`src/rtl/filtro_pkg.sv`:
```
// Shared definitions for the FILTRO time-multiplexed FIR engine:
// control states and width helpers used by the top and the MAC datapath.
package filtro_pkg;

    // state    | meaning
    // ST_IDLE  | waiting for a sample, coefficient writes allowed
    // ST_MAC   | one tap per cycle, cant_taps cycles
    // ST_OUT   | result presented, waiting for out_ready
    typedef enum logic [1:0] {
        ST_IDLE = 2'd0,
        ST_MAC  = 2'd1,
        ST_OUT  = 2'd2
    } state_t;

    // Ceiling log2, never below 1 so a tap index always has at least one bit.
    function automatic int clog2(input int n);
        int r;
        int v;
        r = 0;
        v = n - 1;
        while (v > 0) begin
            r = r + 1;
            v = v >>> 1;
        end
        return (r < 1) ? 1 : r;
    endfunction

    // Accumulator width: full product plus growth for cant_taps additions.
    function automatic int acc_w(input int bits, input int taps);
        return 2 * bits - 1 + clog2(taps);
    endfunction

endpackage

```
`src/rtl/filtro_mac_dp.sv`:
```
// Registered signed multiply-accumulate: acc <= clr ? 0 : acc + a*b when enabled.
// The next-state value is exported so the caller can capture the final sum
// on the same edge that completes the last tap.
module filtro_mac_dp
    import filtro_pkg::*;
#(
    parameter int W     = 25,
    parameter int ACC_W = 52
) (
    input  logic                    clk_i,
    input  logic                    reset_i,
    input  logic                    clr_i,
    input  logic                    en_i,
    input  logic signed [W-1:0]     a_i,
    input  logic signed [W-1:0]     b_i,
    output logic signed [ACC_W-1:0] acc_d_o
);

    logic signed [2*W-1:0]   prod;
    logic signed [ACC_W-1:0] acc_q;
    logic signed [ACC_W-1:0] acc_d;

    // Next accumulator value: clear has priority over accumulate.
    always_comb begin
        prod  = a_i * b_i;
        acc_d = acc_q;
        if (clr_i) begin
            acc_d = '0;
        end else if (en_i) begin
            acc_d = acc_q + ACC_W'(prod);
        end
    end

    // Accumulator register.
    always_ff @(posedge clk_i) begin
        if (reset_i) begin
            acc_q <= '0;
        end else begin
            acc_q <= acc_d;
        end
    end

    assign acc_d_o = acc_d;

endmodule

```
`src/rtl/filtro_fir_mac.sv`:
```
// Time-multiplexed FIR engine: one MAC reused for all taps over a circular
// sample history, followed by rescale, saturation and a valid/ready output.
module filtro_fir_mac
    import filtro_pkg::*;
#(
    parameter int cant_bits = 25,
    parameter int cant_taps = 8,
    parameter int frac_bits = 12,
    localparam int AW = clog2(cant_taps)
) (
    input  logic                        clk_i,
    input  logic                        reset_i,
    input  logic                        in_valid_i,
    output logic                        in_ready_o,
    input  logic signed [cant_bits-1:0] in_data_i,
    input  logic                        coef_we_i,
    input  logic [AW-1:0]               coef_addr_i,
    input  logic signed [cant_bits-1:0] coef_data_i,
    output logic                        out_valid_o,
    input  logic                        out_ready_i,
    output logic signed [cant_bits-1:0] out_data_o,
    output logic                        sat_o
);

    localparam int ACC_W = acc_w(cant_bits, cant_taps);

    localparam logic signed [ACC_W-1:0] OUT_MAX =
        {{(ACC_W-cant_bits+1){1'b0}}, {(cant_bits-1){1'b1}}};
    localparam logic signed [ACC_W-1:0] OUT_MIN =
        {{(ACC_W-cant_bits+1){1'b1}}, {(cant_bits-1){1'b0}}};

    state_t                      state_q;
    logic [AW-1:0]               k_q;
    logic [AW-1:0]               wr_ptr_q;
    logic                        in_ready_q;
    logic                        out_valid_q;
    logic signed [cant_bits-1:0] out_data_q;
    logic                        sat_q;

    logic signed [cant_bits-1:0] hist_q [cant_taps];
    logic signed [cant_bits-1:0] coef_q [cant_taps];

    logic [AW-1:0]               rd_idx;
    logic                        last_tap;
    logic                        accept;
    logic signed [ACC_W-1:0]     acc_d;
    logic signed [ACC_W-1:0]     shifted;
    logic signed [cant_bits-1:0] y_sat;
    logic                        y_clip;

    assign accept   = (state_q == ST_IDLE) && in_valid_i;
    assign last_tap = (k_q == AW'(cant_taps - 1));

    // History read index (wr_ptr - k) mod cant_taps, valid for any tap count.
    always_comb begin
        if (k_q <= wr_ptr_q) begin
            rd_idx = wr_ptr_q - k_q;
        end else begin
            rd_idx = AW'(int'(wr_ptr_q) + cant_taps - int'(k_q));
        end
    end

    filtro_mac_dp #(
        .W     (cant_bits),
        .ACC_W (ACC_W)
    ) u_mac (
        .clk_i   (clk_i),
        .reset_i (reset_i),
        .clr_i   (accept),
        .en_i    (state_q == ST_MAC),
        .a_i     (coef_q[k_q]),
        .b_i     (hist_q[rd_idx]),
        .acc_d_o (acc_d)
    );

    // Rescale the final sum and clip it into the output word range.
    always_comb begin
        shifted = acc_d >>> frac_bits;
        if (shifted > OUT_MAX) begin
            y_sat  = OUT_MAX[cant_bits-1:0];
            y_clip = 1'b1;
        end else if (shifted < OUT_MIN) begin
            y_sat  = OUT_MIN[cant_bits-1:0];
            y_clip = 1'b1;
        end else begin
            y_sat  = shifted[cant_bits-1:0];
            y_clip = 1'b0;
        end
    end

    // History and coefficient storage; both only change while idle.
    always_ff @(posedge clk_i) begin
        if (reset_i) begin
            for (int i = 0; i < cant_taps; i++) begin
                hist_q[i] <= '0;
                coef_q[i] <= '0;
            end
        end else if (state_q == ST_IDLE) begin
            if (in_valid_i) begin
                hist_q[wr_ptr_q] <= in_data_i;
            end
            if (coef_we_i && (int'(coef_addr_i) < cant_taps)) begin
                coef_q[coef_addr_i] <= coef_data_i;
            end
        end
    end

    // Control FSM with registered handshake and output word.
    always_ff @(posedge clk_i) begin
        if (reset_i) begin
            state_q     <= ST_IDLE;
            k_q         <= '0;
            wr_ptr_q    <= '0;
            in_ready_q  <= 1'b1;
            out_valid_q <= 1'b0;
            out_data_q  <= '0;
            sat_q       <= 1'b0;
        end else begin
            case (state_q)
                ST_IDLE: begin
                    if (in_valid_i) begin
                        state_q    <= ST_MAC;
                        k_q        <= '0;
                        in_ready_q <= 1'b0;
                    end
                end
                ST_MAC: begin
                    if (last_tap) begin
                        state_q     <= ST_OUT;
                        wr_ptr_q    <= (wr_ptr_q == AW'(cant_taps - 1)) ? '0
                                                                      : wr_ptr_q + AW'(1);
                        out_valid_q <= 1'b1;
                        out_data_q  <= y_sat;
                        sat_q       <= y_clip;
                    end else begin
                        k_q <= k_q + AW'(1);
                    end
                end
                ST_OUT: begin
                    if (out_ready_i) begin
                        state_q     <= ST_IDLE;
                        out_valid_q <= 1'b0;
                        in_ready_q  <= 1'b1;
                    end
                end
                default: begin
                    state_q     <= ST_IDLE;
                    out_valid_q <= 1'b0;
                    in_ready_q  <= 1'b1;
                end
            endcase
        end
    end

    assign in_ready_o  = in_ready_q;
    assign out_valid_o = out_valid_q;
    assign out_data_o  = out_data_q;
    assign sat_o       = sat_q;

endmodule

```
`config.mk`:
```
export PLATFORM = sky130hd
export DESIGN_NAME = filtro_fir_mac
export DESIGN_NICKNAME = d
export VERILOG_FILES = /design/src/rtl/filtro_pkg.sv /design/src/rtl/filtro_mac_dp.sv /design/src/rtl/filtro_fir_mac.sv
export SDC_FILE = /design/constraint.sdc
export NUM_CORES = 2
export LEC_CHECK = 0
export CAP_MARGIN = 20
export CORE_ASPECT_RATIO = 1.25
export CORE_MARGIN = 3
export CORE_UTILIZATION = 30
export CTS_CLUSTER_SIZE = 25
export DETAILED_ROUTE_END_ITERATION = 10
export GPL_ROUTABILITY_DRIVEN = 0
export PLACE_DENSITY = 0.55
export SYNTH_ARGS = -nofsm -noshare
export SYNTH_HDL_FRONTEND = slang
export SYNTH_SLANG_ARGS = --single-unit
```
`constraint.sdc`:
```
create_clock -name clk_i -period 11.75 [get_ports clk_i]
set_input_delay 1.7625 -clock clk_i [delete_from_list [all_inputs] [get_ports clk_i]]
set_output_delay 1.7625 -clock clk_i [all_outputs]
set_load 0.01 [all_outputs]
```
==> flow_metrics.py <==
metrics = {
    "synthesis": {
        "synthTopCellsByArea": "fa_1 31%, edfxtp_1 25%, inv_1 6.8%, and2_1 5.9%, mux4_2 4.8%",
        "syn_inst": 4415,
        "synth_ff_type": "edfxtp_1",
        "synth_top_area_share_pct": 31.26,
        "yosysMostFrequentCell": "inv_1",
        "synth_edf_count": 400,
        "ys_ff_latch": 491,
        "avgSynthCellArea_um2": 10.73,
        "synth_top_area_cell": "fa_1",
        "yosysWarnings": 0,
        "syn_area_mm2": 0.04739,
        "synth_cell_types": 83,
        "synth_commonest_cells": "863 x inv_1, 740 x fa_1, 464 x nand2_1, 449 x and2_1, 400 x edfxtp_1",
        "async_flop_share_pct": 0,
        "ys_seq_area_share_pct": 29.19,
        "syn_nets": 5390,
    },
    "clock_network": {
        "numCtsBuffers": 53,
        "clk_pin_slew_ns": 0.06,
        "clock_sinks": 491,
        "clk_latency_ns": 0.66,
        "cts_tree": "done",
        "htreeDepth": 2,
        "cts_buffer_depth": 3,
        "clockRootBuffer": "clkbuf_16",
    },
    "detailed_routing": {
        "drt-wirelength-per-cell_um": 21.88,
        "first_pass_iters": 8,
        "ant_nets": 0,
        "route.detailed.drc": 0,
        "drt-total-wl_um": 142800,
        "drtIter0Drc": 2000,
        "vias_per_cell": 4.840,
        "vias": 31600,
    },
    "floorplan": {
        "fp-row-count": 162,
        "start_util_pct": 30.28,
        "pin_count": 86,
        "die_w_um": 361.5,
        "die_area_mm2": 0.1628,
        "die_y_um": 450.4,
        "coreArea_mm2": 0.1565,
    },
    "timing": {
        "rsz0062_at_grt": "false",
        "slew_viol_final": 0,
        "final.period_utilization_pct": 94.51,
        "setup_violations": 0,
        "fin_crit_ns": 11.11,
        "relSlewSlack_pct": 24.12,
        "hold_viol_final": 0,
        "fin_skew_ns": 0.04164,
        "worst_pin_slew_ns": 1.116,
        "finalSetupTns_ns": 0,
        "fmaxAchievable_ghz": 0.09005,
    },
    "worst_setup_path": {
        "crit_type": "register to register",
        "arrival_ns": 11.61,
        "max_stage_delay_ns": 0.81,
        "start_kind": "register",
        "slowest_stage": "fa_1",
        "critPathCaptureType": "register",
        "crit_path_max_fanout": 25,
        "critical_path_required_ns": 12.26,
        "rrSetupSlack_ns": 0.64,
    },
    "layout": {
        "drive_above_1_share_pct": 8.831,
        "fin_nets": 5406,
        "area_delta_synth_final_pct": 10.79,
    },
    "job": {
        "cap_violations": 0,
    },
    "placed_design": {
        "placement.io_buffers": 85,
        "dp_hpwl_um": 105900,
    },
    "grt": {
        "antenna_found_initial": 9,
        "grt_max_degree": 66,
        "grt_pass1_vias": 34470,
        "grt_use_total_pct": 17.59,
        "overflow": 0,
        "grt_pass1_wl_um": 214700,
    },
    "hold_path": {
        "holdCritPathClass": "register to register",
    },
    "outcome": {
        "outcome": "finished clean",
    },
}
[metrics by stage]
| step | util (%) | instances | area (um^2) | setup WS (ns) | hold WS [ns] |
|---|---|---|---|---|---|
| 6_report | 33.55 | 6528 | 52500 | 0.6447 | 0.4493 |
| 5_1_grt | 33.55 | 6524 | 52490 | 0.02085 | 0.4737 |
| 4_1_cts | 33.52 | 6523 | 52460 | 0.4882 | 0.4518 |
| 3_5_place_dp | 32.45 | 6426 | 50770 | 0.5897 | 0.4432 |
| 3_3_place_gp | 32.45 | 6426 | 50770 | 0.5878 | 0.4405 |
| 2_1_floorplan | - | 4415 | 47390 | 1.249 | 0.4362 |
[worst max-delay path, delay by kind of cell (launching register included)]
family | cells | cell delay [ns]
AOI/OAI and AO/OA | 9 | 2.04
adders and majority gates | 10 | 4.91
muxes | 3 | 0.84
xor gates and xnor gates | 2 | 0.53
DFF | 1 | 0.37
and+or+nand+nor | 2 | 0.77
buffers and inverters | 10 | 1.45
[placed cells by master (no fill, tap or decap), types with 13 or more instances in the layout]
master,count
mux2_2,41
mux2i_1,27
ha_1,176
nand2_1,464
xnor2_1,35
mux4_2,100
o21ai_1,30
nor3_1,22
and2_1,449
clkdlybuf4s50_1,84
clkbuf_1,15
xor2_1,19
inv_1,863
nand4_1,19
fa_1,738
nand2b_1,32
o211ai_1,13
a21oi_1,85
a21oi_2,15
nor2_1,310
or2_2,22
buf_4,75
o21ai_0,51
a31oi_1,16
edfxtp_1,400
nor2b_1,23
mux2i_2,15
clkbuf_16,53
dfxtp_1,88
[repair_timing]
item	in CTS	in global routing
hold buffers	0	0
resized for setup	0	4
buffers inserted	0	0
endpoints found under the setup margin	0	1
[worst paths after layout]
path / startpoint / to / cells after the start
setup / recovery: wr_ptr_q[0]$_SDFFE_PP0P_ / out_data_o[5]$_SDFFE_PP0P_ / 36
hold / removal: out_data_o[0]$_SDFFE_PP0P_ / out_data_o[0]$_SDFFE_PP0P_ / 2
setup reg to reg: wr_ptr_q[0]$_SDFFE_PP0P_ / out_data_o[5]$_SDFFE_PP0P_ / 36
hold reg to reg: out_data_o[0]$_SDFFE_PP0P_ / out_data_o[0]$_SDFFE_PP0P_ / 2
[kinds of logic after synthesis]
kind of cell | share of synthesized area [%]
AND/OR/NAND/NOR | 14.53
adder cells (fa/ha/maj) | 35.93
XOR/XNOR | 1.085
flip-flops | 29.19
buffers and inverters | 8.605
multiplexers | 6.622
AO/OA/AOI/OAI | 4.034
[flip-flops by register name, indices dropped and copies added, names as in the netlist, named ones only]
register     count
coef_q         200
hist_q         200
u_mac.acc_q     52
out_data_o      25
k_q              3
wr_ptr_q         3
state_q          2
in_ready_o       1
out_valid_o      1
sat_o            1
[area by class of cell]
cell class / count / area (um^2)
Fill cell: 15920 / 104000
Multi-Input combinational cell: 2857 / 29650
Sequential cell: 491 / 13840
Inverter: 863 / 3239
Tap cell: 2050 / 2565
Timing Repair Buffer: 165 / 1509
Clock buffer: 71 / 1424
Clock inverter: 26 / 261.5
Antenna cell: 5 / 12.51
[routing by layer]
| metal | share of wire (%) | global-route usage [%] | up-vias |
|---|---|---|---|
| met5 | 0.048 | 0 | - |
| met4 | 6.5 | 9.740 | 10 |
| met3 | 4.2 | 2.100 | 344 |
| met2 | 53 | 32.13 | 863 |
| met1 | 36 | 19.83 | 16550 |
| li1 | - | - | 13830 |
Power is left out: the tool's default activity adds up to more than one toggle a clock period on the data nets, which glitch-free logic cannot reach.
